**config.mk**
```make
export PLATFORM = sky130hd
export DESIGN_NAME = spi_slave
export DESIGN_NICKNAME = d
export VERILOG_FILES = /design/src/rtl/spi_pkg.sv /design/src/rtl/spi_sync.sv /design/src/rtl/spi_slave.sv
export SDC_FILE = /design/constraint.sdc
export NUM_CORES = 1
export LEC_CHECK = 0
export ABC_CLOCK_PERIOD_IN_PS = 2100
export CAP_MARGIN = 20
export CORE_ASPECT_RATIO = 0.8
export CORE_MARGIN = 2
export CORE_UTILIZATION = 53
export DETAILED_ROUTE_END_ITERATION = 16
export GPL_TIMING_DRIVEN = 0
export PLACE_DENSITY = 0.78
export SLEW_MARGIN = 10
export SYNTH_ARGS = -nofsm -noshare
export SYNTH_HDL_FRONTEND = slang
export SYNTH_HIERARCHICAL = 1
export SYNTH_SLANG_ARGS = --single-unit
```
**constraint.sdc**
```tcl
create_clock -name clk -period 2.1 [get_ports clk]
set_clock_uncertainty 0.1 [all_clocks]
set_input_delay 0.315 -clock clk [delete_from_list [all_inputs] [get_ports clk]]
set_output_delay 0.315 -clock clk [all_outputs]
set_load 0.05 [all_outputs]
```
**src/rtl/spi_pkg.sv**
```systemverilog
`default_nettype none
// ============================================================================
//  Module      : spi_pkg
//  Description : Shared SPI definitions: word width and responder state enum.
//  Revision    : 1.0 - initial release
// ============================================================================
package spi_pkg;

    // Word width shared by the SPI master and responder.
    localparam int SPI_WIDTH = 8;

    // Responder state: waiting for select, or shifting a selected frame.
    typedef enum logic [0:0] {
        IDLE  = 1'b0,
        SHIFT = 1'b1
    } spi_state_e;

endpackage
`default_nettype wire

```
**src/rtl/spi_sync.sv**
```systemverilog
`default_nettype none
// ============================================================================
//  Module      : spi_sync
//  Description : Two-flop synchroniser with a following edge register that
//                yields single-cycle rise/fall indications in the clk domain.
//  Revision    : 1.0 - initial release
// ============================================================================
module spi_sync (
    input  logic clk,
    input  logic reset,
    input  logic async_i,
    output logic sync_o,
    output logic rise_o,
    output logic fall_o
);

    logic meta_q;
    logic sync_q;
    logic prev_q;

    // Synchronise the pin, then keep the previous synchronised value for edges.
    // Clearing to 0 means a pin already low at reset release never looks like
    // a falling edge.
    always_ff @(posedge clk or posedge reset) begin
        if (reset) begin
            meta_q <= 1'b0;
            sync_q <= 1'b0;
            prev_q <= 1'b0;
        end else begin
            meta_q <= async_i;
            sync_q <= meta_q;
            prev_q <= sync_q;
        end
    end

    assign sync_o = sync_q;
    assign rise_o = sync_q & ~prev_q;
    assign fall_o = ~sync_q & prev_q;

endmodule
`default_nettype wire

```
**src/rtl/spi_slave.sv**
```systemverilog
`default_nettype none
// ============================================================================
//  Module      : spi_slave
//  Description : SPI Mode 0 responder, MSB first. Oversamples sclk/ss/mosi in
//                the clk domain, delivers received words on a strobe port and
//                transmits words from a one-entry holding register.
//  Revision    : 1.0 - initial release
// ============================================================================
module spi_slave
    import spi_pkg::*;
#(
    parameter int WIDTH = SPI_WIDTH
) (
    input  logic             clk,
    input  logic             reset,
    input  logic             sclk,
    input  logic             ss,
    input  logic             mosi,
    output logic             miso,
    output logic             miso_oe,
    input  logic [WIDTH-1:0] tx_data,
    input  logic             tx_valid,
    output logic             tx_ready,
    output logic [WIDTH-1:0] rx_data,
    output logic             rx_valid,
    output logic             tx_underrun,
    output logic             frame_err,
    output logic             busy
);

    localparam int                 CNT_W    = (WIDTH > 1) ? $clog2(WIDTH) : 1;
    localparam logic [CNT_W-1:0]   CNT_LAST = CNT_W'(WIDTH - 1);

    // Synchronised pin events
    logic sclk_rise, sclk_fall, sclk_level_unused;
    logic ss_rise, ss_fall, ss_level_unused;
    logic mosi_meta_q, mosi_sync_q;

    // Frame state
    spi_state_e       state_q, state_d;
    logic [CNT_W-1:0] cnt_q, cnt_d;
    logic             word_done_q, word_done_d;
    logic             word_start;

    // Datapath
    logic [WIDTH-1:0] tx_shift_q, tx_shift_d;
    logic [WIDTH-2:0] rx_shift_q, rx_shift_d;
    logic [WIDTH-1:0] rx_next;
    logic [WIDTH-1:0] rx_data_q, rx_data_d;
    logic             rx_valid_q, rx_valid_d;
    logic [WIDTH-1:0] hold_q, hold_d;
    logic             hold_full_q, hold_full_d;
    logic             underrun_q, underrun_d;
    logic             frame_err_q, frame_err_d;

    spi_sync u_sync_sclk (
        .clk     (clk),
        .reset   (reset),
        .async_i (sclk),
        .sync_o  (sclk_level_unused),
        .rise_o  (sclk_rise),
        .fall_o  (sclk_fall)
    );

    spi_sync u_sync_ss (
        .clk     (clk),
        .reset   (reset),
        .async_i (ss),
        .sync_o  (ss_level_unused),
        .rise_o  (ss_rise),
        .fall_o  (ss_fall)
    );

    // mosi only needs the two synchroniser stages; it lines up with the edge
    // outputs of the sclk synchroniser.
    always_ff @(posedge clk or posedge reset) begin
        if (reset) begin
            mosi_meta_q <= 1'b0;
            mosi_sync_q <= 1'b0;
        end else begin
            mosi_meta_q <= mosi;
            mosi_sync_q <= mosi_meta_q;
        end
    end

    assign rx_next = {rx_shift_q, mosi_sync_q};

    // Next-state logic: frame control, bit counting, shifting and word starts.
    always_comb begin
        state_d     = state_q;
        cnt_d       = cnt_q;
        word_done_d = word_done_q;
        word_start  = 1'b0;
        tx_shift_d  = tx_shift_q;
        rx_shift_d  = rx_shift_q;
        rx_data_d   = rx_data_q;
        rx_valid_d  = 1'b0;
        hold_d      = hold_q;
        hold_full_d = hold_full_q;
        underrun_d  = 1'b0;
        frame_err_d = 1'b0;

        // Accept into the holding register whenever it is empty.
        if (tx_valid && !hold_full_q) begin
            hold_d      = tx_data;
            hold_full_d = 1'b1;
        end

        case (state_q)
            IDLE: begin
                if (ss_fall) begin
                    state_d     = SHIFT;
                    cnt_d       = '0;
                    word_done_d = 1'b0;
                    word_start  = 1'b1;
                end
            end
            SHIFT: begin
                if (ss_rise) begin
                    // Deselect wins over any coincident sclk edge.
                    state_d     = IDLE;
                    frame_err_d = (cnt_q != '0);
                    cnt_d       = '0;
                    word_done_d = 1'b0;
                end else if (sclk_rise) begin
                    rx_shift_d = rx_next[WIDTH-2:0];
                    if (cnt_q == CNT_LAST) begin
                        rx_data_d   = rx_next;
                        rx_valid_d  = 1'b1;
                        cnt_d       = '0;
                        word_done_d = 1'b1;
                    end else begin
                        cnt_d = cnt_q + CNT_W'(1);
                    end
                end else if (sclk_fall) begin
                    // The fall after the last bit of a word loads the next one.
                    if (word_done_q) begin
                        word_start  = 1'b1;
                        word_done_d = 1'b0;
                    end else begin
                        tx_shift_d = {tx_shift_q[WIDTH-2:0], 1'b0};
                    end
                end
            end
            default: begin
                state_d = IDLE;
            end
        endcase

        // A word accepted this same cycle is not visible to the load.
        if (word_start) begin
            if (hold_full_q) begin
                tx_shift_d  = hold_q;
                hold_full_d = 1'b0;
            end else begin
                tx_shift_d  = '0;
                underrun_d  = 1'b1;
            end
        end
    end

    // State and datapath registers.
    always_ff @(posedge clk or posedge reset) begin
        if (reset) begin
            state_q     <= IDLE;
            cnt_q       <= '0;
            word_done_q <= 1'b0;
            tx_shift_q  <= '0;
            rx_shift_q  <= '0;
            rx_data_q   <= '0;
            rx_valid_q  <= 1'b0;
            hold_q      <= '0;
            hold_full_q <= 1'b0;
            underrun_q  <= 1'b0;
            frame_err_q <= 1'b0;
        end else begin
            state_q     <= state_d;
            cnt_q       <= cnt_d;
            word_done_q <= word_done_d;
            tx_shift_q  <= tx_shift_d;
            rx_shift_q  <= rx_shift_d;
            rx_data_q   <= rx_data_d;
            rx_valid_q  <= rx_valid_d;
            hold_q      <= hold_d;
            hold_full_q <= hold_full_d;
            underrun_q  <= underrun_d;
            frame_err_q <= frame_err_d;
        end
    end

    assign busy        = (state_q == SHIFT);
    assign miso_oe     = busy;
    assign miso        = busy & tx_shift_q[WIDTH-1];
    assign tx_ready    = ~hold_full_q;
    assign rx_data     = rx_data_q;
    assign rx_valid    = rx_valid_q;
    assign tx_underrun = underrun_q;
    assign frame_err   = frame_err_q;

endmodule
`default_nettype wire

```
==> results <==
- The depth of the worst register-to-register path is 4.
- The CTS buffer count is 5.
- The worst endpoint data arrival time is 1.54 ns.
- Clock tree synthesis selected as its root buffer the cell clkbuf_8.
- After detailed routing, the total wire length is 3620 µm.
- The H-tree was split into 2 levels.
- Of the available clock period, the critical path in the final layout requires 0.932.
- No sink is reached through more buffers than the 2 on the longest clock path.
- The overall global routing resource usage is 0.205.
- The number of endpoints with negative hold slack in the final report came to 0.
- The initial antenna violation count is 0.
- The reported max-cap violation count is 0.
- The total count of max-transition violations in the final report is 0.
- The worst setup path is captured at an output pin.
- Clock latency on the worst-skew pair, taken at its later pin, is 0.31 ns.
- The per-instance average area after synthesis is 12.5 µm².
- The share of synthesized area in the top cell type comes to 0.608.
- The sequential fraction of the synthesis area is 0.608.
- After clock tree synthesis, the clock-pin slew on the worst setup and hold paths is 0.08 ns.
- The area added between synthesis and finish is 24.1%.
- Across all hold checks on the routed design, the worst slack comes to 0.151 ns.
- The count of nets left with antenna violations once routing finished came out at 0.
- The final antenna diode count is 0.
- Total power for the finished layout comes to 2.56 mW.
- The net load switching power is 0.759 mW.
- The first global-routing pass estimated 6510 µm of wire.
- The hold buffer count at CTS is 0.
- The proportion of total power due to net switching is 0.296.
- The maximum net fanout on the critical path is 10.
- The detailed router placed 1266 vias in this run.
- The synthesized design spends more area on one cell type than any other, namely dfrtp_1.
- The async set-reset flop share out of synthesis is 1.00.
- The via count of the first global-routing pass was 1335.
- Setup repair after global routing left no endpoint under its margin.
- Summed over all layers, the global routing overflow is 0.
- Across the VDD grid, the largest voltage drop is 0.000651 V.
- The slew of the pin with the lowest slew margin is 0.608 ns.
- The overall die height is 58.6 µm.
- For this design the ratio of total power to cell area is 1050 nW/µm².
- The layout cell share with drive strength beyond 1 is 0.190.
- The number of enable-type register cells in the synthesized netlist is 0.
- The first TritonRoute pass finished after 4 iterations.
- The critical path starts at busy$_DFF_PP0_.
- The pin count of the biggest net entering global routing is 24.
- The number of nets produced by synthesis is 175.
- The critical path in this run is classified as register to output pin.
- The flop and latch count out of synthesis is 48.
- 29 I/O pins were placed.
- The Yosys warning count is 6.
- The internal power contribution is 1.81 mW.
- The data required time at the worst endpoint is 1.68 ns.
- The run finished with clean final reports.
- The floorplan has 19 rows.
- In the synthesized netlist, the number of instances is 158.
- The worst setup path is launched from a register.
- The portion of total power attributed to sequential cells is 0.505.
- The tree built by TritonCTS fans out to 48 sinks.
- The worst register-to-register path begins at u_sync_sclk/sync_o$_DFF_PP0_.
- The residual DRC count is 0.
- The predominant post-synthesis flop cell is dfrtp_1.
- The relative slew slack is 0.595.
- The area of the die is 4240 µm².
- In the final routed layout, each cell accounts on average for 15.3 µm.
- Of the total power, combinational logic draws 0.229.
- The setup TNS is 0 ns.
- TritonCTS built the clock tree.
- The die span in x is 72.3 µm.
- The detailed router finished its first iteration with 100 violations.
- The time the final worst path needs with I/O delays and setup is 1.96 ns.
- Derived from the worst setup path, the maximum achievable clock frequency is 511 MHz.
- At the end of routability-driven placement, the weighted congestion stood at 0.779.
- Input and output buffers added on the ports amount to 28.
- The placed instance count is 229.
- Setup violations remaining at the end of the flow were counted as 0.
- The area of the core is 3490 µm².
- The classification of the worst-slack hold path is input pin to asynchronous set/reset pin.
- The count of unique library cells instantiated by Yosys is 33.
- The starting density of the core is 0.565.
- The static leakage is 1.23 nW.
- The clock power share is 0.266.
- The count of cells in the finished layout, fillers not included, comes to 237.
- After detailed routing, the number of vias per cell comes to 5.34.
- The detailed-placement wirelength estimate is 2530 µm.
- In this run the cell area of the synthesized design comes to 1980 µm².
- The final layout net count is 211.
- After synthesis, the cell types taking the most area are dfrtp_1 61%, mux2_2 9.1%, nand2_1 4.9%.
[registers in the layout (all words and copies together) (netlist names)]
name                cells
busy                    1
cnt_q                   3
frame_err               1
hold_full_q             1
hold_q                  8
mosi_meta_q             1
mosi_sync_q             1
rx_data                 8
rx_shift_q              7
rx_valid                1
tx_shift_q              8
tx_underrun             1
u_sync_sclk/meta_q      1
u_sync_sclk/prev_q      1
u_sync_sclk/sync_o      1
u_sync_ss/meta_q        1
u_sync_ss/prev_q        1
u_sync_ss/sync_o        1
word_done_q             1
[worst paths after layout]
check | to | slack (ns)
worst max-delay path | miso | 0.14
worst min-delay path | u_sync_ss/meta_q$_DFF_PP0_ | 0.15
worst max register to register | tx_shift_q[3]$_DFFE_PP0P_ | 0.25
worst min register to register | mosi_sync_q$_DFF_PP0_ | 0.26
max in group asynchronous | rx_shift_q[6]$_DFFE_PP0P_ | 1.14
min in group clk | mosi_sync_q$_DFF_PP0_ | 0.26
[power groups by stage]
| stage | combinational (mW) | sequential, mW | clock (mW) |
|---|---|---|---|
| 5_1_grt | 0.655 | 1.33 | 0.738 |
| 4_1_cts | 0.596 | 1.29 | 0.693 |
| 2_1_floorplan | 0.434 | 1.28 | 0 |
| 3_5_place_dp | 0.602 | 1.31 | 0 |
| 3_3_place_gp | 0.566 | 1.29 | 0 |
| 6_report | 0.588 | 1.29 | 0.681 |
[per-layer routing]
metal | GRT usage | part of all wire
met5 | 0 | 0
met4 | 0.0889 | 0.018
met3 | 0.0462 | 0.043
met2 | 0.317 | 0.48
met1 | 0.283 | 0.46
[Yosys cell counts (2+ instances only)]
master / instances
a211o_1: 7
a22o_1: 2
and2b_2: 2
and3_1: 7
buf_2: 3
buf_4: 2
dfrtp_1: 48
ha_1: 3
inv_1: 8
mux2_2: 16
nand2_1: 26
nand2b_1: 2
nor2_1: 3
nor2b_1: 3
nor3b_1: 7
o22ai_1: 2
[what timing repair did]
action / in CTS / in global routing
endpoints found under the setup margin: 2 / 1
buffers inserted: 0 / 0
resized for setup: 2 / 1
[stage by stage]
stage	utilization	cell area [µm²]	setup WS, ns
3_3_place_gp	0.661	2310	-0.139
6_report	0.701	2450	0.143
2_1_floorplan	-	1980	0.319
4_1_cts	0.701	2450	0.0598
5_1_grt	0.701	2450	0.0694
3_5_place_dp	0.668	2340	0.191
[placed cells by master (no fill, tap or decap), types with 2 or more instances in the layout]
master / count
inv_1: 7
and3_1: 7
buf_4: 2
ha_1: 3
nor2_1: 3
nor2b_1: 3
mux2_2: 16
a22o_1: 2
and2b_2: 2
o22ai_1: 2
nand2b_1: 2
a211o_1: 7
nand2_1: 26
dlygate4sd2_1: 2
buf_2: 3
clkbuf_8: 5
nor3b_1: 7
dfrtp_1: 48
clkdlybuf4s50_1: 25
[worst max-delay path, stage by stage (launching register included)]
cell and delay (ns):
dfrtp_1 0.40, buf_4 0.19, and2_1 0.13, dlygate4sd2_1 0.52
[logic make-up (layout without fill, tap and decap cells)]
kind of cell / count (synthesis) / count (layout) / synth area share
and+or+nand+nor: 59 / 59 / 0.175
adders and majority gates: 3 / 3 / 0.0190
muxes: 16 / 16 / 0.0912
DFF: 48 / 48 / 0.608
AOI/OAI and AO/OA: 17 / 17 / 0.0684
buffers and inverters: 15 / 52 / 0.0380
[cell type report]
cell class | count | area, µm²
Timing Repair Buffer | 29 | 308
Buffer | 7 | 45.0
Fill cell | 259 | 1040
Clock inverter | 3 | 46.3
Sequential cell | 48 | 1200
Inverter | 8 | 30.0
Tap cell | 42 | 52.6
Multi-Input combinational cell | 95 | 699
Clock buffer | 5 | 68.8
Note: power is estimated with default switching activity, not from simulation.
